==> src/rtl/diag_array_row_streamer.sv <==
// diag_array_row_streamer
//   Captures one ROWS x COLS array of BIT_WIDTH elements over a valid/ready
//   handshake. It then streams the array out one row per accepted beat, with
//   the row index and a last flag.
//   Ports:
//     clk, rst_n              rising-edge clock, async active-low reset
//     in[ROWS][COLS]          array to capture (in[i][j] = row i, col j)
//     in_valid / in_ready     array handshake (ready only while idle)
//     out_row[COLS]           current row, element 0 first
//     out_row_idx             index of the row on out_row
//     out_valid / out_ready   row handshake
//     out_last                high with row ROWS-1
//     busy                    an array is held and not yet fully streamed
//   Every output is driven from a flop or decoded from the state flop, so
//   there is no combinational path from in/in_valid to any output.
module diag_array_row_streamer #(
  parameter int BIT_WIDTH = 4,
  parameter int ROWS      = 8,
  parameter int COLS      = 8,
  parameter int IDX_W     = $clog2(ROWS)
) (
  input  logic                 clk,
  input  logic                 rst_n,
  input  logic [BIT_WIDTH-1:0] in [ROWS-1:0][COLS-1:0],
  input  logic                 in_valid,
  output logic                 in_ready,
  output logic [BIT_WIDTH-1:0] out_row [COLS-1:0],
  output logic [IDX_W-1:0]     out_row_idx,
  output logic                 out_valid,
  input  logic                 out_ready,
  output logic                 out_last,
  output logic                 busy
);

  typedef enum logic {IDLE = 1'b0, STREAM = 1'b1} state_e;

  localparam logic [IDX_W-1:0] LAST_IDX = IDX_W'(ROWS - 1);

  state_e               state_q, state_d;
  logic [IDX_W-1:0]     cnt_q, cnt_d, cnt_nxt;
  logic [BIT_WIDTH-1:0] buf_q [ROWS-1:0][COLS-1:0];
  logic [BIT_WIDTH-1:0] buf_d [ROWS-1:0][COLS-1:0];
  logic [BIT_WIDTH-1:0] row_q [COLS-1:0];
  logic [BIT_WIDTH-1:0] row_d [COLS-1:0];
  logic                 last_q, last_d;

  assign cnt_nxt = cnt_q + IDX_W'(1);

  always_comb begin
    state_d = state_q;
    cnt_d   = cnt_q;
    buf_d   = buf_q;
    row_d   = row_q;
    last_d  = last_q;
    case (state_q)
      IDLE: begin
        if (in_valid) begin
          buf_d   = in;
          row_d   = in[0];   // row 0 is presented the cycle after capture
          cnt_d   = '0;
          last_d  = 1'b0;    // ROWS >= 2, so row 0 is never the last row
          state_d = STREAM;
        end
      end
      STREAM: begin
        if (out_ready) begin
          if (cnt_q == LAST_IDX) begin
            // Return to the reset-like idle output image.
            state_d = IDLE;
            cnt_d   = '0;
            last_d  = 1'b0;
            for (int j = 0; j < COLS; j++) row_d[j] = '0;
          end else begin
            // Preload the next row so the output stays a pure flop.
            cnt_d  = cnt_nxt;
            row_d  = buf_q[cnt_nxt];
            last_d = (cnt_nxt == LAST_IDX);
          end
        end
      end
      default: state_d = IDLE;
    endcase
  end

  always_ff @(posedge clk or negedge rst_n) begin
    if (!rst_n) begin
      state_q <= IDLE;
      cnt_q   <= '0;
      last_q  <= 1'b0;
      for (int i = 0; i < ROWS; i++)
        for (int j = 0; j < COLS; j++) buf_q[i][j] <= '0;
      for (int j = 0; j < COLS; j++) row_q[j] <= '0;
    end else begin
      state_q <= state_d;
      cnt_q   <= cnt_d;
      last_q  <= last_d;
      buf_q   <= buf_d;
      row_q   <= row_d;
    end
  end

  assign in_ready    = (state_q == IDLE);
  assign out_valid   = (state_q == STREAM);
  assign busy        = (state_q == STREAM);
  assign out_row     = row_q;
  assign out_row_idx = cnt_q;
  assign out_last    = last_q;

endmodule

==> config.mk <==
export PLATFORM = sky130hd
export DESIGN_NAME = diag_array_row_streamer
export DESIGN_NICKNAME = d
export VERILOG_FILES = /design/src/rtl/diag_array_row_streamer.sv
export SDC_FILE = /design/constraint.sdc
export NUM_CORES = 1
export LEC_CHECK = 0
export CORE_MARGIN = 3
export CORE_UTILIZATION = 44
export CTS_CLUSTER_DIAMETER = 30
export CTS_CLUSTER_SIZE = 28
export DETAILED_ROUTE_END_ITERATION = 10
export DONT_BUFFER_PORTS = 1
export PLACE_DENSITY = 0.61
export SLEW_MARGIN = 20
export SYNTH_ARGS = -nofsm -noshare
export SYNTH_HDL_FRONTEND = slang
export SYNTH_SLANG_ARGS = --single-unit
==> constraint.sdc <==
create_clock -name clk -period 2.9 [get_ports clk]
set_input_delay 0.435 -clock clk [delete_from_list [all_inputs] [get_ports clk]]
set_output_delay 0.435 -clock clk [all_outputs]
set_load 0.05 [all_outputs]
After elaboration in Yosys (flattened, before gate mapping)
Cells that the tools add are included.
{ "word_totals": {"register_bits": 293, "inputBits": 260, "output_inout_bits": 39} }
{ "op_classes": {"n_addsub": 1, "order_cmp": 1, "eq_ne": 4, "mux": 18, "bitwise_logic": 1, "n_reduce_logical": 2} }
{ "op_table": {"columns": ["cell", "count"], "rows": [
  ["$mux 32", 4],
  ["$bmux 32 s3", 1],
  ["$pmux 32 s2", 1],
  ["$mux 3", 3],
  ["$eq 3x3->1 const B", 2],
  ["$mux 1", 6],
  ["$pmux 3 s2", 1],
  ["$lt 3x4->1 const B", 1],
  ["$ne 2x2->1 const B", 2],
  ["$pmux 1 s2", 2],
  ["$reduce_and 2->1", 2],
  ["$add 3x1->3 const B", 1],
  ["$not 1->1", 1]
]} }

Longest topological paths before layout
{ "depth": {"depth_word": 6, "ltp_mapped": 12} }

Worst setup path before layout
OpenSTA, ideal clock, no wires.
{ "synth_timing": {"path_type": "flip-flop to flip-flop", "from": "reg cnt_q[0], in the netlist out_row_idx[0]", "to": "reg row_q (netlist bit out_row[17])", "arrival_ps": 2431, "required_ps": 2777, "path_slack_ps": 346, "stages_incl_launch_ff": 13, "path_buffers": 6, "period_less_slack_ps": 2554, "path_cell_list": "dfrtp_1 > buf_6 > buf_12 > buf_8 > inv_1 > ha_1 > buf_2 > or2_1 > buf_2 > buf_6 > o22ai_1 > o21ai_0 > o221a_2"} }
{ "synth_via": {"elab_chain_len": 6} }
{ "synth_rtl": {"columns": ["element", "line", "rtl"], "rows": [
  ["start: declaration", "40", "logic [IDX_W-1:0] cnt_q, cnt_d, cnt_nxt;"],
  ["start signal: assignment", "95", "cnt_q <= cnt_d;"],
  ["$add 3x1->3", "47", "assign cnt_nxt = cnt_q + IDX_W'(1);"],
  ["$bmux 32 s3", "76", "row_d = buf_q[cnt_nxt];"],
  ["$mux 32 (implied by the code)", "76", null],
  ["$mux 32 *", "67", "if (cnt_q == LAST_IDX) begin"],
  ["$mux 32 *", "66", "if (out_ready) begin"],
  ["$pmux 32 s2 *", "55", "case (state_q)"],
  ["end signal: assignment", "98", "row_q <= row_d;"],
  ["end: declaration", "43", "logic [BIT_WIDTH-1:0] row_q [COLS-1:0];"]
]} }
Every way passes the cells marked *; elsewhere a longest branch is shown, timed or not. The select of a mux whose other input is x is not followed.
A chain may end at the register's enable or synchronous reset.

Worst setup path in the final report
{ "layout_timing": {"from": "reg cnt_q[0], in the netlist out_row_idx[0]", "to": "reg row_q (netlist bit out_row[15])"} }
Same word-level chain as after synthesis.

==> impl_metrics.tcl <==
set metrics [dict create \
    status "finished, violations left" \
    violated_checks "hold timing" \
    worst_slew_margin_rel_pct 51.6 \
    route.met2.wl_um 17300 \
    number_of_synthesized_register_bits 293 \
    power.internal_mw 14.6 \
    dr.max_layer_used "met4" \
    clock-skew-final_ns 0.0236 \
    dpl-instance-area_mm2 0.0136 \
    clk_root_buffer_cell "sky130_fd_sc_hd__clkbuf_16" \
    layout_setup_ws_ns 0.599 \
    share_seq_of_total_power_pct 36.9 \
    leakage_nw 8.64 \
    floorplan.die_area_mm2 0.0326 \
    share_of_cells_above_drive_strength_1_pct 15.4 \
    synthDistinctLibCells 27 \
    cp-start-kind "flip-flop" \
    path_clk_slew_ns 0.04 \
    fin_worst_hold_slack_ns -0.383 \
    setup-violations-final 0 \
    hold_class "input pin to async pin" \
    vdd_ir_drop_max_v 0.000852 \
    grt_pass1_vias 11300 \
    netlist.area_leader.share_pct 54.6 \
    grt_start_max_net_pins 294 \
    final_core_utilization_pct 59.1 \
    die_height_um 181 \
    clock.fmax_mhz 435 \
    wire_length_of_the_first_global_routing_pass_um 64700 \
    cts_htree_levels 3 \
    rsz0062_at_grt "no" \
    layout.cells.most_common_list "sky130_fd_sc_hd__nand2_1, sky130_fd_sc_hd__dfrtp_1, sky130_fd_sc_hd__dlygate4sd3_1, sky130_fd_sc_hd__clkbuf_16, sky130_fd_sc_hd__mux2_2" \
    vias 10800 \
    mappedNetlistArea_mm2 0.0134 \
    stdcell_count 2058 \
    arr_time_crit_path_ns 2.79 \
    insertion_delay_ns 0.55 \
    die_width_um 181 \
    final_area_mm2 0.0177 \
    timing.final.crit_period_ns 2.30 \
    layout_commonest_cell "sky130_fd_sc_hd__nand2_1" \
    dp.final_hpwl_um 25300 \
    r2r_cell_count 7 \
    critPathRequiredTime_ns 3.39 \
    tritoncts "yes" \
    gp_congestion 0.824 \
    drt_drc_violations_left 0 \
    fin_tns_setup_ns 0 \
    post_cts.repair.setup_buffers 0 \
    postCtsResizedCells 0 \
    clkSinkCount 293 \
    nets 1879 \
    cts.hold.buffers_added 183 \
    syn-num-nets 1702 \
    numCtsBuffers 69 \
    core_area_mm2 0.0299 \
    met3_wire_length_um 3110 \
    dr.pass1.iters 5 \
    swShare_pct 36.0 \
    wire_per_inst_um 19.8 \
    io-pin-count 299 \
    p_comb_share_pct 30.1 \
    routed_wirelength_um 40800 \
    synth-seq-area-share_pct 54.6 \
    wl_met1_um 19300 \
    cp-end-kind "flip-flop" \
    drt_first_iter_violations 917 \
    synth.avg_cell_area_um2 9.33 \
    power.share.clock_pct 33.0 \
    drv_cap 0 \
    antenna_diode_instance_count 0 \
    filler_cell_count 2487 \
    netSwitchingPower_mw 8.20 \
    tightest_slew_ns 0.726 \
    synth_warnings 0 \
    synthCells 1439 \
    synth_top_area_cell "sky130_fd_sc_hd__dfrtp_1" \
    drtAntennaViolNets 0 \
    aggregate_global_routing_overflow 0 \
    total_power_mw 22.8 \
    via_cell_ratio 5.26 \
    number_of_placed_cells_counting_well_taps 1752 \
    timing_max_transition_violations_final 0 \
    rows 63 \
    crit_type "flip-flop to flip-flop" \
    critical_path_peak_fanout 32 \
    final_hold_viol_count 293 \
    cts-root-to-sink-buffers 3 \
    grt_antenna_before_repair 0 \
    ratio_of_final_minimum_period_to_clock_period_pct 79.4 \
    power_density_mw_per_mm2 1290 \
    port_buffers 0 \
    preCtsSetupSlack_ns 0.627 \
    initial_utilization_pct 44.9 \
    syn2layout_area_growth_pct 31.6 \
    synth_top_cells_by_area "sky130_fd_sc_hd__dfrtp_1, sky130_fd_sc_hd__nand2_1, sky130_fd_sc_hd__mux4_2, sky130_fd_sc_hd__mux2_2, sky130_fd_sc_hd__buf_2" \
    globalRouteTotalUtil_pct 25.0 \
]
## area by class of cell
cell class | count | area [um^2] | area share, %
sequential | 293 | 7340 | 41.5
clock buffer | 88 | 1860 | 10.5
inverter | 2 | 7.51 | 0.0425
multi-input combinational | 1046 | 5510 | 31.2
timing repair buffer | 204 | 2060 | 11.7
clock inverter | 35 | 400 | 2.27
tap | 390 | 488 | 2.76
## kinds of logic after synthesis
kind of cell / Yosys count / synth area share (%)
and+or+nand+nor: 813 / 22.9
buffers and inverters: 100 / 4.43
DFF: 293 / 54.6
muxes: 96 / 10.9
adders and majority gates: 3 / 0.280
AOI/OAI and AO/OA: 134 / 6.83
## critical path, stage by stage (launching register included)
cell and delay, ns:
sky130_fd_sc_hd__dfrtp_4 0.44, sky130_fd_sc_hd__inv_1 0.05, sky130_fd_sc_hd__ha_1 0.60, sky130_fd_sc_hd__or2_1 0.18, sky130_fd_sc_hd__buf_4 0.36, sky130_fd_sc_hd__o22ai_1 0.18
sky130_fd_sc_hd__o21ai_0 0.21, sky130_fd_sc_hd__o221a_2 0.21
## synth_stat cells (all sizes together)
master / number
buf: 88
inv: 2
nor2: 1
nand2: 806
or2: 1
dfrtp: 293
a21oi: 1
mux4: 32
ha: 3
a32o: 1
o22ai: 32
o221a: 32
mux2: 64
clkbuf: 10
o21ai: 67
a31oi: 1
nand3b: 1
nand2b: 3
nor2b: 1
## power groups by stage
stage / registers [mW] / clock network (mW) / logic, mW
finish: 8.41 / 7.51 / 6.85
global route: 8.62 / 7.88 / 7.59
CTS: 8.38 / 7.64 / 6.83
detailed placement: 8.40 / 0 / 6.59
global placement: 8.42 / 0 / 6.39
floorplan: 7.85 / 0 / 5.26
## layer usage
layer | up-vias | track usage, %
met1 | 5259 | 38.2
met4 | 0 | 7.92
met5 | - | 0
met3 | 72 | 6.10
li1 | 5066 | -
met2 | 431 | 35.0
## path summary, 6_finish.rpt
check / startpoint / endpoint / slack (ns)
max: out_row_idx[0] / out_row[15] / 0.60
min in group clk: in[207] / buf_q[207] / 0.02
max reg2reg: out_row_idx[0] / out_row[15] / 0.60
min: rst_n / buf_q[188] / -0.38
min reg2reg: buf_q[11] / buf_q[11] / 0.46
max in group asynchronous: rst_n / out_row_idx[0] / 2.70
## flip-flops by register name (all words and copies together), names as in the netlist
| signal | count |
|---|---|
| out_last | 1 |
| out_row_idx | 3 |
| out_row | 32 |
| busy | 1 |
| buf_q | 256 |
Note: power is estimated with default switching activity, not from simulation.
